**src/rtl/plot_pkg.sv**
```systemverilog
// Shared types and defaults for the two-player box plotter.
// Player ids double as the rr_arbiter2 grant encoding.
package plot_pkg;

  typedef enum logic [1:0] {
    IDLE  = 2'd0,
    DRAW  = 2'd1,
    ACK   = 2'd2,
    CLEAR = 2'd3
  } state_t;

  localparam logic P1 = 1'b0;
  localparam logic P2 = 1'b1;

  localparam int BOX_W_DEF    = 4;
  localparam int BOX_H_DEF    = 4;
  localparam int X_W_DEF      = 8;
  localparam int Y_W_DEF      = 7;
  localparam int C_W_DEF      = 3;
  localparam int SCREEN_W_DEF = 160;
  localparam int SCREEN_H_DEF = 120;

  // Counter width able to hold 0..n-1, never narrower than one bit.
  function automatic int cnt_w(input int n);
    return (n > 1) ? $clog2(n) : 1;
  endfunction

endpackage

```
**src/rtl/rr_arbiter2.sv**
```systemverilog
// Two-way round-robin grant; last_grant only moves when en_i accepts the grant.
// Combinational grant, one register of history.
module rr_arbiter2
  import plot_pkg::*;
(
  input  logic       clk,
  input  logic       reset,
  input  logic [1:0] req_i,
  input  logic       en_i,
  output logic       gnt_o,
  output logic       vld_o
);

  logic last_q, last_d;

  always_comb begin
    vld_o = |req_i;
    if (req_i[0] && req_i[1]) begin
      gnt_o = ~last_q;
    end else if (req_i[0]) begin
      gnt_o = P1;
    end else begin
      gnt_o = P2;
    end
    last_d = en_i ? gnt_o : last_q;
  end

  // P2 as history makes P1 win the first tie after reset.
  always_ff @(posedge clk) begin
    if (reset) begin
      last_q <= P2;
    end else begin
      last_q <= last_d;
    end
  end

endmodule

```
**src/rtl/plot_arbiter.sv**
```systemverilog
// Shares the VGA plot port between two players: round-robin grant, BOX_W x BOX_H sweep, one-cycle ack.
// SCREEN_CLEAR_EN adds a full-screen colour-0 sweep after reset before any grant.
module plot_arbiter
  import plot_pkg::*;
#(
  parameter int BOX_W    = BOX_W_DEF,
  parameter int BOX_H    = BOX_H_DEF,
  parameter int X_W      = X_W_DEF,
  parameter int Y_W      = Y_W_DEF,
  parameter int C_W      = C_W_DEF,
  parameter int SCREEN_W = SCREEN_W_DEF,
  parameter int SCREEN_H = SCREEN_H_DEF
) (
  input  logic           clk,
  input  logic           reset,
  input  logic           req_p1,
  input  logic [X_W-1:0] x_p1,
  input  logic [Y_W-1:0] y_p1,
  input  logic [C_W-1:0] colour_p1,
  input  logic           req_p2,
  input  logic [X_W-1:0] x_p2,
  input  logic [Y_W-1:0] y_p2,
  input  logic [C_W-1:0] colour_p2,
  output logic           ack_p1,
  output logic           ack_p2,
  output logic           busy,
  output logic [X_W-1:0] vga_x,
  output logic [Y_W-1:0] vga_y,
  output logic [C_W-1:0] vga_colour,
  output logic           vga_plot
);

  localparam int CXW = cnt_w(BOX_W);
  localparam int CYW = cnt_w(BOX_H);

  state_t         state_q, state_d;
  logic [CXW-1:0] cx_q, cx_d;
  logic [CYW-1:0] cy_q, cy_d;
  logic [X_W-1:0] bx_q, bx_d;
  logic [Y_W-1:0] by_q, by_d;
  logic [C_W-1:0] col_q, col_d;
  logic           gnt_q, gnt_d;
  logic           arb_gnt, arb_vld, arb_en;

`ifdef SCREEN_CLEAR_EN
  logic [X_W-1:0] clr_x_q, clr_x_d;
  logic [Y_W-1:0] clr_y_q, clr_y_d;
`endif

  rr_arbiter2 u_rr (
    .clk   (clk),
    .reset (reset),
    .req_i ({req_p2, req_p1}),
    .en_i  (arb_en),
    .gnt_o (arb_gnt),
    .vld_o (arb_vld)
  );

  always_comb begin
    state_d    = state_q;
    cx_d       = cx_q;
    cy_d       = cy_q;
    bx_d       = bx_q;
    by_d       = by_q;
    col_d      = col_q;
    gnt_d      = gnt_q;
    arb_en     = 1'b0;
    ack_p1     = 1'b0;
    ack_p2     = 1'b0;
    vga_x      = '0;
    vga_y      = '0;
    vga_colour = '0;
    vga_plot   = 1'b0;
    busy       = (state_q != IDLE);
`ifdef SCREEN_CLEAR_EN
    clr_x_d    = clr_x_q;
    clr_y_d    = clr_y_q;
`endif
    case (state_q)
      IDLE: begin
        if (arb_vld) begin
          arb_en  = 1'b1;
          gnt_d   = arb_gnt;
          bx_d    = (arb_gnt == P1) ? x_p1 : x_p2;
          by_d    = (arb_gnt == P1) ? y_p1 : y_p2;
          col_d   = (arb_gnt == P1) ? colour_p1 : colour_p2;
          cx_d    = '0;
          cy_d    = '0;
          state_d = DRAW;
        end
      end
      DRAW: begin
        // Sums wrap at the coordinate width; no clipping at screen edges.
        vga_plot   = 1'b1;
        vga_x      = bx_q + X_W'(cx_q);
        vga_y      = by_q + Y_W'(cy_q);
        vga_colour = col_q;
        if (cx_q == CXW'(BOX_W - 1)) begin
          cx_d = '0;
          if (cy_q == CYW'(BOX_H - 1)) begin
            cy_d    = '0;
            state_d = ACK;
          end else begin
            cy_d = cy_q + 1'b1;
          end
        end else begin
          cx_d = cx_q + 1'b1;
        end
      end
      ACK: begin
        ack_p1  = (gnt_q == P1);
        ack_p2  = (gnt_q == P2);
        state_d = IDLE;
      end
      CLEAR: begin
`ifdef SCREEN_CLEAR_EN
        vga_plot = 1'b1;
        vga_x    = clr_x_q;
        vga_y    = clr_y_q;
        if (clr_x_q == X_W'(SCREEN_W - 1)) begin
          clr_x_d = '0;
          if (clr_y_q == Y_W'(SCREEN_H - 1)) begin
            clr_y_d = '0;
            state_d = IDLE;
          end else begin
            clr_y_d = clr_y_q + 1'b1;
          end
        end else begin
          clr_x_d = clr_x_q + 1'b1;
        end
`else
        state_d = IDLE;
`endif
      end
      default: state_d = IDLE;
    endcase
  end

  always_ff @(posedge clk) begin
    if (reset) begin
`ifdef SCREEN_CLEAR_EN
      state_q <= CLEAR;
      clr_x_q <= '0;
      clr_y_q <= '0;
`else
      state_q <= IDLE;
`endif
      cx_q    <= '0;
      cy_q    <= '0;
      bx_q    <= '0;
      by_q    <= '0;
      col_q   <= '0;
      gnt_q   <= P2;
    end else begin
`ifdef SCREEN_CLEAR_EN
      clr_x_q <= clr_x_d;
      clr_y_q <= clr_y_d;
`endif
      state_q <= state_d;
      cx_q    <= cx_d;
      cy_q    <= cy_d;
      bx_q    <= bx_d;
      by_q    <= by_d;
      col_q   <= col_d;
      gnt_q   <= gnt_d;
    end
  end

endmodule

```
**config.mk**
```make
export PLATFORM = sky130hd
export DESIGN_NAME = plot_arbiter
export DESIGN_NICKNAME = d
export VERILOG_FILES = /design/src/rtl/plot_pkg.sv /design/src/rtl/rr_arbiter2.sv /design/src/rtl/plot_arbiter.sv
export SDC_FILE = /design/constraint.sdc
export NUM_CORES = 1
export LEC_CHECK = 0
export ABC_AREA = 1
export BUFFER_PORTS_ARGS = -buffer_cell sky130_fd_sc_hd__buf_2
export CELL_PAD_IN_SITES_DETAIL_PLACEMENT = 1
export CELL_PAD_IN_SITES_GLOBAL_PLACEMENT = 1
export CORE_MARGIN = 2
export CORE_UTILIZATION = 25
export DETAILED_ROUTE_END_ITERATION = 12
export GPL_ROUTABILITY_DRIVEN = 0
export PLACE_DENSITY_LB_ADDON = 0.1
export SYNTH_ARGS = -nofsm -noshare
export SYNTH_HDL_FRONTEND = slang
export SYNTH_SLANG_ARGS = --single-unit
```
**constraint.sdc**
```tcl
create_clock -name clk -period 2.5 [get_ports clk]
set_input_delay 0.625 -clock clk [delete_from_list [all_inputs] [get_ports clk]]
set_output_delay 0.625 -clock clk [all_outputs]
set_load 0.02 [all_outputs]
```
# Word level (Yosys, flattened, before mapping)
# Index checks and enable logic that the tools add are counted.
[word_totals] reg_bits=26 input_bits=40 word_cells=55 output_inout_bits=22
[classes] eq_ne=8 n_mux=23 bitwise=2 addsub=4 reduce_logical=10
[ops] op="8-bit two-way mux" n=2
[ops] op="2-bit two-way mux" n=7
[ops] op="7-bit two-way mux" n=2
[ops] op="8-bit by 2-bit adder with 8-bit output" n=1
[ops] op="2-bit equality test, second input constant" n=4
[ops] op="2-bit one-hot mux with 2 select lines" n=2
[ops] op="7-bit by 2-bit adder with 7-bit output" n=1
[ops] op="1-bit two-way mux" n=7
[ops] op="3-bit two-way mux" n=2
[ops] op="2-bit inequality test, second input constant" n=3
[ops] op="2-bit one-hot mux with 3 select lines" n=1
[ops] op="3-bit AND reduction" n=2
[ops] op="2-bit by 1-bit adder with 2-bit output, second input constant" n=2
[ops] op="2-bit AND reduction" n=2
[ops] op="2-bit nonzero test" n=2
[ops] op="2-bit OR reduction" n=2
[ops] op="2-bit by 1-bit equality test with 1-bit output, second input constant" n=1
[ops] op="2-bit zero test" n=1
[ops] op="1-bit NOT" n=2
[ops] op="1-bit logical AND" n=1

# Depth between registers and ports, before layout
# Gate-level depths: netlist of the first run.
[depth] word_depth=4 mapped_depth=8 mapped_depth_nobuf=7

# Modules after synthesis
# A second synthesis of the first run with hierarchy kept.
[hier_totals] cells_unflattened=283 hier_area_um2=1765.4
[by_module_without_submodules] mod="plot_arbiter" seq_area_each_um2=500.5 area_each_um2=1707.9 cells_per_inst=274 n_inst=1
[by_module_without_submodules] mod="rr_arbiter2" seq_area_each_um2=20.0 area_each_um2=57.6 cells_per_inst=9 n_inst=1

# Least setup slack after synthesis of the first run
# OpenSTA, ideal clock, no wires.
[synth_timing] path_kind="reg-to-output" start="register cy_q[0]" end="output port vga_y[4]" stages_incl_launch_ff=7 required_time_ns=1.875 arrival_ns=1.505 n_path_buf=0 path_slack_ns=0.370 path_cell_list="dfxtp_1 -> ha_1 -> fa_1 -> nand2_1 -> nor2_1 -> xor2_1 -> nor2_1"
[synth_between] elab_chain_cells=2
[synth_rtl] element="start, declared" line_no="plot_arbiter.sv:38" text="logic [CYW-1:0] cy_q, cy_d;"
[synth_rtl] element="start signal, assigned" line_no="plot_arbiter.sv:161" text="cy_q <= cy_d;"
[synth_rtl] element="7-bit by 2-bit adder with 7-bit output" line_no="plot_arbiter.sv:96" text="vga_y = by_q + Y_W'(cy_q);"
[synth_rtl] element="7-bit two-way mux" line_no="plot_arbiter.sv:79" text="case (state_q)"
[synth_rtl] element="end, declared" line_no="plot_arbiter.sv:28" text="output logic [Y_W-1:0] vga_y,"
# No other way between the ends.

# Worst setup path in the final report of the first run
[layout_timing] start="register cx_q[0]" end="output port vga_x[6]"
[layout_between] elab_chain_cells=2
[layout_rtl] element="start, declared" line_no="plot_arbiter.sv:37" text="logic [CXW-1:0] cx_q, cx_d;"
[layout_rtl] element="start signal, assigned" line_no="plot_arbiter.sv:148" text="cx_q <= '0;"
[layout_rtl] element="start signal, assigned" line_no="plot_arbiter.sv:160" text="cx_q <= cx_d;"
[layout_rtl] element="8-bit by 2-bit adder with 8-bit output" line_no="plot_arbiter.sv:95" text="vga_x = bx_q + X_W'(cx_q);"
[layout_rtl] element="8-bit two-way mux" line_no="plot_arbiter.sv:79"
[layout_rtl] element="end, declared" line_no="plot_arbiter.sv:27" text="output logic [X_W-1:0] vga_x,"
# No other way between the ends.

==> run summary, run 1 <==
The flow ran to the end, and the final reports show no timing, DRC or antenna violations. The number of pins exceeding their max-slew limit in the final report was 0. STA classifies the critical path startpoint as a flop. Summed over all failing endpoints, the final setup total negative slack is 0 ns. The netlist area before placement is between 0.0015 and 0.002 mm2.

The total wire length came out at 5550 um. For this run, the top clock speed supported by timing is roughly 0.42 GHz. The share of synthesized cell area in and, or, nand and nor gates is 0.435.

The critical path is of the reg2out type. The proportion of synthesized area in mux cells came out at 0. In the final routing, the length of wire on met1 measures ~2700 um. The buffer depth of the longest clock path came out at 2. The unique cell type count in the Yosys netlist came out at 30.

Post-CTS repair changed the size of 4 cells. The deepest level of the CTS H-tree came out at 1. Headroom to the max-slew limit came out at 0.622. The detailed-router iteration count before antenna repair came out at 3. Counting both buffers and inverters, the worst setup path holds a total of 1.

Of the cells placed in the final design, the portion with a size suffix greater than 1 is 0.300. The number of rows in the core area came out at 31. The number of ports placed on the die boundary is 62. Buffers placed on the I/O ports in this run total 61. The clock reaches the later pin of the worst-skew pair after 0.27 ns.

The die covers 0.00801 mm2. The minimum setup slack after placement came out at 0.282 ns. The total half-perimeter wirelength after legalization and detailed placement is 4090 um. Tracing the worst setup path back leads to its startpoint at cx_q[0].

At the pin with the least slew margin, the transition time is 0.567 ns. The worst hold path begins at cx_q[0]. In this run, synthesis produced a sequential element count of 25.

The most used flip-flop cell after synthesis is dfxtp_1. The count of endpoints failing hold in the final timing report is 0. The proportion of register bits with asynchronous set or reset after synthesis is 0. The worst register-to-register path has a setup slack of 1.06 ns. The startpoint identified for the worst register-to-register timing path is state_q[0]. The wire length per cell came out at 12.8 um. Yosys printed 0 warnings. The total via count in the routed design came out at slightly below 2000. The die is approximately 90 um tall. The total power per unit cell area is 463 mW/mm2. Walking the worst path, the cells encountered are ha_1, fa_2, nand2_2, nor2_1, nand3_1, nand2_1, nor2_2, buf_4. The uppermost layer routed is met4. The sequential cell area fraction in the yosys report is 0.274.

The total global-route track usage came out at 0.142. The number of antenna violations at the first check in global routing came out at 0. The total of endpoints with negative setup slack in the final report came out at 0. The placeable core region is around 0.0072 mm2.

The min-delay analysis places its worst path in the category reg2reg. The count of nets after finishing came out at 382. The maximum fanout count along the critical path is 4. The slowest cell on the critical path is fa_2. The net count after synthesis is 325. Of the total synthesized cell area, the portion taken by full adders, half adders and majority gates is 0.0630. The worst setup path is captured at an output pin. Grouping stages by cell kind, the critical path spends the most delay in adder cells. Summed over all layers, the global routing overflow is 0. The worst path setup slack after routing is approximately 0.11 ns. The effective utilization at floorplan is 0.255. The register clock-pin slew on the reported worst setup and hold paths is 0.10 ns. The required time at the worst-slack endpoint is 1.88 ns. Averaged over all synthesized cells, the footprint is between 6 and 7 um2. Entering global routing, the biggest net connects 29 pins. Measured along the x axis, the die boundary spans approximately 90 um. For the worst setup path, the data arrival time is approximately 1.8 ns. The number of routed nets with antenna violations came out at 0.

Detailed routing placed a total of 2660 um of wire on met2. The vias per cell is between 4 and 5. The cell count after placement is 428. The parity-gate share of the synthesized area counting xor and xnor cells came out at 0.00959. Hold repair after CTS inserted 0 buffers. The worst clock skew on the final layout is between 0.005 and 0.006 ns. The synthesis-to-finish area growth is 23.3%. The via count of the first global-routing pass came out at 1797. The max-cap check violation count is 0. The number of standard cells after synthesis came out at 277. The first-pass GRT wire length came out at approximately 8700 um. The number of DRC markers after the initial detailed-route iteration is 55. The library cells used most frequently in the layout, excluding fill and tap cells, are nand2_1 (62), buf_2 (58), nor2_1 (40). The area fraction in compound gates after synthesis came out at 0.0842.

The post-route clock period utilization is 0.956. The count of placed standard cells in the final layout, fillers left out is 432. The peak per-stage delay on the critical path came out at around 0.37 ns. The analysis attributes to cell leakage a power of between 1 and 1.5 nW. Counting I/O delays and the setup requirement, the final critical path takes 2.39 ns. After detailed routing, the met3 layer carries ~130 um of wire.

The antenna cell count came out at 0. The TritonCTS buffer count is 3. The number of remaining DRC errors came out at 0. The worst vdd rail ir drop is 213 uV. The number of setup buffers added after CTS is 0. Setup repair after global routing left no endpoint under its margin. The number of sinks driven by the clock tree is 25. The number of synthesized flops with an enable pin came out at 0. The largest family of logic cells by synthesized area is simple AND/OR/NAND/NOR gates. The most common library cell in the layout ignoring fill and taps is nand2_1. TritonCTS built the clock tree. Clock tree synthesis selected as its root buffer the cell clkbuf_8.
## final cells by class
class | count | area, um2
Tap cell | 99 | 124
Timing Repair Buffer | 64 | 335
Sequential cell | 25 | 502
Fill cell | 953 | 4920
Inverter | 39 | 146
Multi-Input combinational cell | 201 | 1100
Clock buffer | 4 | 45.0
## power by group
group          internal (mW)  total [mW]  switching (mW)
Sequential             0.436       0.471          0.0350
Clock                  0.114       0.250           0.135
Combinational          0.119       0.323           0.204
## metrics by stage
stage,hold slack (ns),instance area [um2],power [mW],utilization
2_1_floorplan,0.464,1830,0.708,-
3_3_place_gp,0.498,2180,0.803,0.304
3_5_place_dp,0.505,2180,0.808,0.304
4_1_cts,0.519,2230,1.06,0.311
5_1_grt,0.527,2250,1.12,0.314
6_report,0.503,2250,1.04,0.314
## synth_stat cells (2+ instances only)
cell type | n | area (um2)
nand2_1 | 63 | 236
nand4_1 | 4 | 25.0
nor3_1 | 2 | 10.0
clkbuf_1 | 3 | 11.3
nor2_1 | 42 | 158
inv_2 | 3 | 11.3
o21ai_1 | 4 | 20.0
dfxtp_1 | 25 | 500
fa_1 | 2 | 40.0
nand2_4 | 2 | 22.5
inv_1 | 36 | 135
buf_6 | 2 | 22.5
ha_1 | 6 | 75.1
nand3_1 | 29 | 145
nand3_2 | 14 | 140
xor2_1 | 2 | 17.5
a21oi_1 | 21 | 105
buf_4 | 4 | 30.0
buf_8 | 2 | 30.0
## cell families (layout without fill, tap and decap cells)
logic type | count (synthesis) | count (layout)
AO/OA/AOI/OAI | 29 | 29
XOR/XNOR | 2 | 2
flip-flops | 25 | 25
buffers and inverters | 51 | 107
AND/OR/NAND/NOR | 162 | 162
adder cells (fa/ha/maj) | 8 | 8
## registers in the layout, summed over array words and instances, names as in the netlist
name and flops:
cx_q 2, gnt_q 1, state_q 2, cy_q 2, col_q 3, bx_q 8
by_q 7
## path summary, 6_finish.rpt
kind | endpoint | cells after the start
min | cx_q[0] | 2
max reg2reg | cy_q[0] | 6
min reg2reg | cx_q[0] | 2
max | vga_x[6] | 8
## worst register-to-register path, stage by stage, from the launching register on
cell,delay (ns)
dfxtp_1,0.48
inv_2,0.11
nor2_4,0.33
nand2_1,0.19
nand2_1,0.10
nand2_1,0.06
a21oi_2,0.11
## routing by layer
layer / up-vias / GRT usage
li1: 986 / -
met1: 918 / 0.192
met2: 30 / 0.241
met3: 4 / 0.0139
met4: 0 / 0.0366
met5: - / 0
Note: power is estimated with default switching activity, not from simulation.
==> inputs of run 2 (changes only) <==
--- a/config.mk
+++ b/config.mk
@@ -9,11 +9,12 @@
 export BUFFER_PORTS_ARGS = -buffer_cell sky130_fd_sc_hd__buf_2
 export CELL_PAD_IN_SITES_DETAIL_PLACEMENT = 1
 export CELL_PAD_IN_SITES_GLOBAL_PLACEMENT = 1
-export CORE_MARGIN = 2
 export CORE_UTILIZATION = 25
 export DETAILED_ROUTE_END_ITERATION = 12
 export GPL_ROUTABILITY_DRIVEN = 0
+export GPL_TIMING_DRIVEN = 0
 export PLACE_DENSITY_LB_ADDON = 0.1
+export RECOVER_POWER = 50
 export SYNTH_ARGS = -nofsm -noshare
 export SYNTH_HDL_FRONTEND = slang
 export SYNTH_SLANG_ARGS = --single-unit
==> run summary, run 2 (synthesized netlist as in run 1, its figures left out) <==
The share of total power dissipated in the clock network is 0.241. The slowest cell on the critical path is fa_2. The number of DRC markers after the initial detailed-route iteration is 47. Setup violations remaining at the end of the flow were counted as 0. The buffer depth of the longest clock path came out at 2. The total power of the final layout is 1.05 mW.

The number of routed nets with antenna violations came out at 0. The number of pins exceeding their max-slew limit in the final report came to 0. The startpoint identified for the worst register-to-register timing path is state_q[0]. The relative max-transition margin is 0.392. The number of antenna violations at the first check in global routing is 0. Of the available clock period, the critical path in the final layout requires 0.948.

The number of placed instances, taps included, is 433. For this design the ratio of total power to cell area is 464 mW/mm2. The total via count in the routed design is 1936. Summed over all layers, the global routing overflow is 0. The minimum setup slack after placement is 0.255 ns. The kind of start point of the critical path is a flop. The worst path setup slack after routing came out at 0.129 ns. The number of rows in the core area came out at 30. The clock root buffer master is clkbuf_8. CTS built an H-tree with a depth of 1.

Of the total power, the share spent switching nets is 0.361. In this run, CTS created clock tree buffers numbering 3. In this run the worst hold path is classified as reg2reg. In this run the worst path has a maximum fanout of 4. For this run, the post-layout net count is 390. The number of flip-flops under the largest register name came out at 8. The area of placed instances came out at 0.00225 mm2. The arrival time reported for the critical path endpoint is 1.75 ns. The critical path is of the reg2out type. The sequential power share is 0.449.

The repair_antennas step left the layout with diodes totalling 0. The first-pass GRT wire length came out at 9220 um. The wire-length estimate of the detail-placed layout is 4400 um. The share of the core filled with cells in the final layout is 0.326.

The worst hold path begins at cy_q[0]. The largest registers in the layout are bx_q (8), by_q (7), col_q (3). The library cell used most frequently in the layout, excluding fill and tap cells, is nand2_1. The number of remaining DRC errors came out at 0.

STA classifies the critical path endpoint as an output pin. The count of endpoints failing hold in the final timing report is 0. The via count of the first global-routing pass is 1915. The vertical extent of the die is 87.5 um. Setup total negative slack on the finished layout was measured at 0 ns. The area taken by flip-flops and latches came out at 503 um2. Summed over all cells, the static leakage comes to 1.18 nW. Ranked by flip-flop count, first place goes to bx_q.

Across every metal layer, demand over resource in global routing totals 0.159. The die width is 87.5 um. The vias per cell is between 4 and 5. The post-route worst hold slack came out at 0.508 ns. Across the run, the number of max-cap violations was 0.

Traced cell by cell, the critical path runs through ha_2, fa_2, nand2_1, nor2_2, xor2_1, nor2_1, buf_2. The detailed-router iteration count before antenna repair came out at 4. The fraction of layout cells with a size suffix above 1 is 0.290. The design internal power came out at roughly 670 uW. The worst vdd rail ir drop came out at around 190 uV. The worst clock skew on the final layout came out at about 0.0009 ns. The start point of the critical path is cy_q[0].

The required time at the worst-slack endpoint is 1.88 ns. The switching power summed over all nets is 380 uW. The total area inside the core boundary comes to 0.00694 mm2. The area occupied by multi-input gates is ~0.0011 mm2. The clock insertion delay at the later pin of the skew report came out at 0.27 ns. TritonCTS built the clock tree. The number of ports placed on the die boundary is 62. The library cells used most frequently in the layout, excluding fill and tap cells, are nand2_1 (62), buf_2 (58), nor2_1 (42).

Once layout is complete, the cells apart from fillers number 437. The number of sinks driven by the clock tree came out at 25. Derived from the worst setup path, the maximum achievable clock frequency is 0.422 GHz. Clock-pin slew was measured on the worst setup and hold paths at ~0.090 ns.

Setup repair after global routing could not meet its margin everywhere. The effective utilization at floorplan came out at 0.263. The design area came out at 0.00226 mm2. The peak per-stage delay on the critical path came out at 0.36 ns. The synthesis-to-finish area growth came out at 24.0%.

The number of inserted filler cells in the final layout came out at 962. The die area came out at roughly 0.0077 mm2. The wire length per cell is 12.8 um. For the pin with the worst max-slew slack, the measured transition is approximately 0.90 ns.

The run finished with clean final reports. The number of port buffers came out at 60. The setup fix buffers added after clock tree synthesis is 0. Entering global routing, the biggest net connects 14 pins. The total wire length came out at 5580 um. The power share of the combinational group is 0.311.

After layout, the minimum clock period comes to 2.37 ns.
run 2: cell types whose count changed in the layout (fill, tap and decap cells not counted), sizes merged:
| cell | delta |
|---|---|
| clkbuf | +7 |
| buf | +1 |
run 2: critical path: cells and delay by family, from the launching register on:
| kind | cells | cell delay, ns |
|---|---|---|
| fa+ha+maj | 2 | 0.57 |
| flops | 1 | 0.35 |
| simple gates | 3 | 0.25 |
| buf+inv | 1 | 0.17 |
| xor+xnor | 1 | 0.14 |
run 2: layer usage:
metal	GRT usage	part of all wire	vias to the layer above
met4	0.0447	0.012	0
met3	0.0142	0.028	4
li1	-	-	1004
met1	0.214	0.48	891
met5	0	0	-
met2	0.268	0.48	37
run 2: worst paths after layout:
| path | endpoint | slack, ns | cells past startpoint |
|---|---|---|---|
| worst max-delay path | vga_y[4] | 0.13 | 7 |
| worst min-delay path | cy_q[0] | 0.51 | 2 |
| worst max register to register | bx_q[6] | 0.31 | 7 |
| worst min register to register | cy_q[0] | 0.51 | 2 |
run 2: final cells by class:
type | instances | area share
Tap cell | 96 | 0.0530
Clock buffer | 4 | 0.0199
Timing Repair Buffer | 60 | 0.134
Buffer | 12 | 0.0304
Sequential cell | 25 | 0.222
Inverter | 39 | 0.0646
Multi-Input combinational cell | 201 | 0.476
run 2: power groups by stage:
| stage | Combinational [mW] | Sequential (mW) | Clock [mW] |
|---|---|---|---|
| floorplan | 0.238 | 0.470 | 0 |
| global placement | 0.344 | 0.479 | 0 |
| detailed placement | 0.348 | 0.480 | 0 |
| CTS | 0.351 | 0.471 | 0.258 |
| global route | 0.375 | 0.478 | 0.276 |
| finish | 0.327 | 0.472 | 0.253 |
run 2: what timing repair did:
| action | 4_1_cts | 5_1_grt |
|---|---|---|
| resized for setup | 3 | 7 |
| hold buffers | 0 | 0 |
| setup endpoints to repair | 2 | 5 |
| pin swaps | 0 | 0 |
==> inputs of run 3 (changes only) <==
--- a/config.mk
+++ b/config.mk
@@ -5,7 +5,6 @@
 export SDC_FILE = /design/constraint.sdc
 export NUM_CORES = 1
 export LEC_CHECK = 0
-export ABC_AREA = 1
 export BUFFER_PORTS_ARGS = -buffer_cell sky130_fd_sc_hd__buf_2
 export CELL_PAD_IN_SITES_DETAIL_PLACEMENT = 1
 export CELL_PAD_IN_SITES_GLOBAL_PLACEMENT = 1
==> run summary, run 3 <==
The design area came out at 0.00220 mm2. Summed over all instances, the cell type with the most area after synthesis is dfxtp_1. The worst vdd rail ir drop came out at 180 uV.

Of the total synthesized cell area, the portion taken by full adders, half adders and majority gates is 0.0707. The number of port buffers came out at 60. The netlist area before placement is about 0.0016 mm2. On the critical path, the stage with the largest delay is an instance of or4_4. In the final layout, the registers with the most flip-flops are bx_q (8), by_q (7), col_q (3). The number of ports placed on the die boundary is 62. Walking the worst path, the cells encountered are ha_1, a21oi_2, or4_4, a21oi_2, buf_4. The number of remaining DRC errors came out at 0. The post-synthesis average cell area came out at 8.10 um2. The number of register bits inferred by synthesis is 25. TritonCTS built the clock tree. The worst reg-to-reg path cell count is 4.

The arrival time reported for the critical path endpoint is 1.85 ns. Among the stages of the critical path, the cell type that occurs most often is a21oi_2. In the synthesized netlist the dominant register cell turns out to be dfxtp_1. The clock root buffer master is clkbuf_8. The time the final worst path needs with I/O delays and setup came out at 2.47 ns. The max-cap check violation count is 0. The worst path setup slack after routing is approximately 0.026 ns. The repair_antennas step left the layout with diodes totalling 0. The total power per unit cell area is 461 mW/mm2. The wire length per cell is 16.5 um. The proportion of synthesized area in mux cells came out at 0. The required time at the worst-slack endpoint came out at 1.88 ns. The number of DRC markers after the initial detailed-route iteration came out at 74.

The count of endpoints failing hold in the final timing report is 0. The count of warnings emitted by yosys came out at 0. For the pin with the worst max-slew slack, the measured transition is 0.546 ns. The number of sinks driven by the clock tree came out at 25.

The die area came out at 0.00684 mm2. The total global-route track usage came out at 0.174. In this run the remaining antenna-violating nets after routing total 0.

The maximum number of pins on one net before global-route repair came out at 16. The worst clock skew on the final layout is 0.0129 ns. For this run, the detailed router's first-pass iteration total came to 4. The minimum setup slack after placement came out at slightly above 0.2 ns. The peak per-stage delay on the critical path came out at 0.49 ns. The area fraction in compound gates after synthesis was 0.303.

Across the whole layout, storage elements account for 515 um2. STA classifies the critical path startpoint as a flop. Compared with the post-synthesis result, the final layout area differs by 34.9%. The proportion of netlist area held by the largest area contributor is 0.307. In this run the static leakage power is 0.868 nW. Of the total synthesized cell area, the portion taken by AND, OR, NAND and NOR gates is 0.236.

After synthesis, the cell types taking the most area are dfxtp_1 (31%), a21oi_1 (9.8%), a311oi_1 (9.7%). The deepest level of the CTS H-tree is 1. In the layout the commonest cells are buf_2 (58), a21oi_1 (27), o21ai_0 (23). The initial utilization of the core area, before any placement, comes to 0.258. The relative max-transition margin came out at 0.636. The clock insertion delay at the later pin of the skew report is 0.29 ns.

STA classifies the critical path endpoint as an output pin. The unique cell type count in the Yosys netlist came out at 32. More flip-flops sit in one register than any other, and that register is bx_q.

The total power of the final layout is between 1 and 1.5 mW. The hold path depth came out at 2. The parity-gate share of the synthesized area counting xor and xnor cells came out at 0.0215. Setup repair after global routing could not meet its margin everywhere.

The largest family of logic cells by synthesized area is compound AO/OA/AOI/OAI gates. In the final design database the tool counted 318 nets. The number of synthesized flops with an enable pin came out at 0. The first-pass GRT wire length came out at 8870 um. The proportion of register bits with asynchronous set or reset after synthesis is 0. The number of pins exceeding their max-slew limit in the final report came out at 0. The flow ran to the end, and the final reports show no timing, DRC or antenna violations. The total of endpoints with negative setup slack in the final report came out at 0. The floorplan has 29 rows. The total wire length came out at 5700 um. The fmax came out at 0.404 GHz. The total buffers and inverters traversed by the critical path came out at 1. The register clock-pin slew on the reported worst setup and hold paths came out at 0.11 ns.

Counting along the longest clock path gives a buffer depth of 2. The placeable core region is 0.00631 mm2. Summing over every cut layer, the via total after detailed routing is 1820. The net count after synthesis is ~250. The post-route worst hold slack is 0.527 ns.

The startpoint-to-endpoint class of the critical path is reg2out. The remaining global-route overflow came out at 0. The number of standard cells after synthesis came out at 201. The number of flip-flops under the largest register name is 8.

The die width is 82.7 um. The post-route clock period utilization came out at 0.989. The vertical extent of the die came out at 82.7 um. The vias per cell is 5.26.

The area occupied by multi-input gates came out at 0.00109 mm2. Among all cell types in the netlist, the one instantiated most often is a21oi_1. The sequential cell area fraction in the yosys report came out at 0.307. The maximum fanout count along the critical path came out at 4.

The number of antenna violations at the first check in global routing came out at 0. The depth of the critical timing path with buffers and inverters included is 5. The most common library cell in the layout ignoring fill and taps is buf_2. In the final layout, the share of cells above drive strength 1 is 0.357. The kind of path behind the tightest hold check is reg2reg.

Summed over all nets, the half-perimeter wirelength after detailed placement is around 4200 um. The number of inserted filler cells in the final layout is 810. The TritonCTS buffer count is 3. By count the netlist is led by a21oi_1 (32), dfxtp_1 (25), o21ai_0 (23). The area of placed instances came out at slightly above 0.002 mm2. Grouping stages by cell kind, the critical path spends the most delay in simple AND/OR/NAND/NOR gates. The via count of the first global-routing pass is 1781.
## run 3: cell count changes in the layout (fill, tap and decap cells not counted), sizes merged, moves of 7 or more
cell / delta
nor2: -37
o21ai: +17
nand3: -39
nand2: -62
and2: +7
nand3b: +18
or3: +7
a311oi: +18
inv: -32
a21oi: +10
## run 3: cell families after synthesis
family / count (synthesis)
XOR/XNOR: 4
AND/OR/NAND/NOR: 59
AO/OA/AOI/OAI: 81
buffers and inverters: 24
flip-flops: 25
adder cells (fa/ha/maj): 8
## run 3: cell type report
cell class	count	area share
multi-input combinational	152	0.498
timing repair buffer	64	0.157
clock buffer	3	0.0188
sequential	25	0.235
clock inverter	1	0.00342
tap	77	0.0439
inverter	7	0.0120
buffer	17	0.0325
## run 3: per-layer routing
metal / up-vias / track usage / wire (um) / share of wire
met5: - / 0 / 0 / 0
met4: 0 / 0.0310 / 36 / 0.0063
met3: 5 / 0.0308 / 221 / 0.039
met2: 43 / 0.300 / 2680 / 0.47
met1: 884 / 0.226 / 2770 / 0.49
li1: 888 / - / - / -
## run 3: through the flow
stage,utilization,TNS (ns),instances
after CTS,0.341,-0.0117,343
final,0.348,0,346
after global routing,0.348,-0.100,346
after floorplan,-,0,201
after global placement,0.321,0,338
after detailed placement,0.321,0,338
## run 3: worst paths after layout
check	startpoint	to	slack, ns
worst max-delay path	cy_q[1]	vga_y[5]	0.03
worst min-delay path	col_q[0]	col_q[0]	0.53
worst max register to register	gnt_q	bx_q[6]	0.95
worst min register to register	col_q[0]	col_q[0]	0.53
## run 3: where the power goes
group          total [mW]  internal, mW  leakage, nW  switching (mW)
Clock               0.263         0.114       0.0217           0.149
Sequential          0.474         0.432        0.210          0.0414
Combinational       0.276         0.114        0.636           0.162
## run 3: what timing repair did
action | in CTS | in global routing
hold buffers | 0 | 0
endpoints found under the setup margin | 5 | 6
pin swaps | 2 | 5
buffers inserted | 1 | 3
gates resized for setup | 22 | 10
## run 3: worst register-to-register path, delay by kind of cell (launching register included)
kind | cells | cell delay (ns)
AOI/OAI and AO/OA | 2 | 0.45
buffers and inverters | 1 | 0.40
DFF | 1 | 0.38
and+or+nand+nor | 1 | 0.23
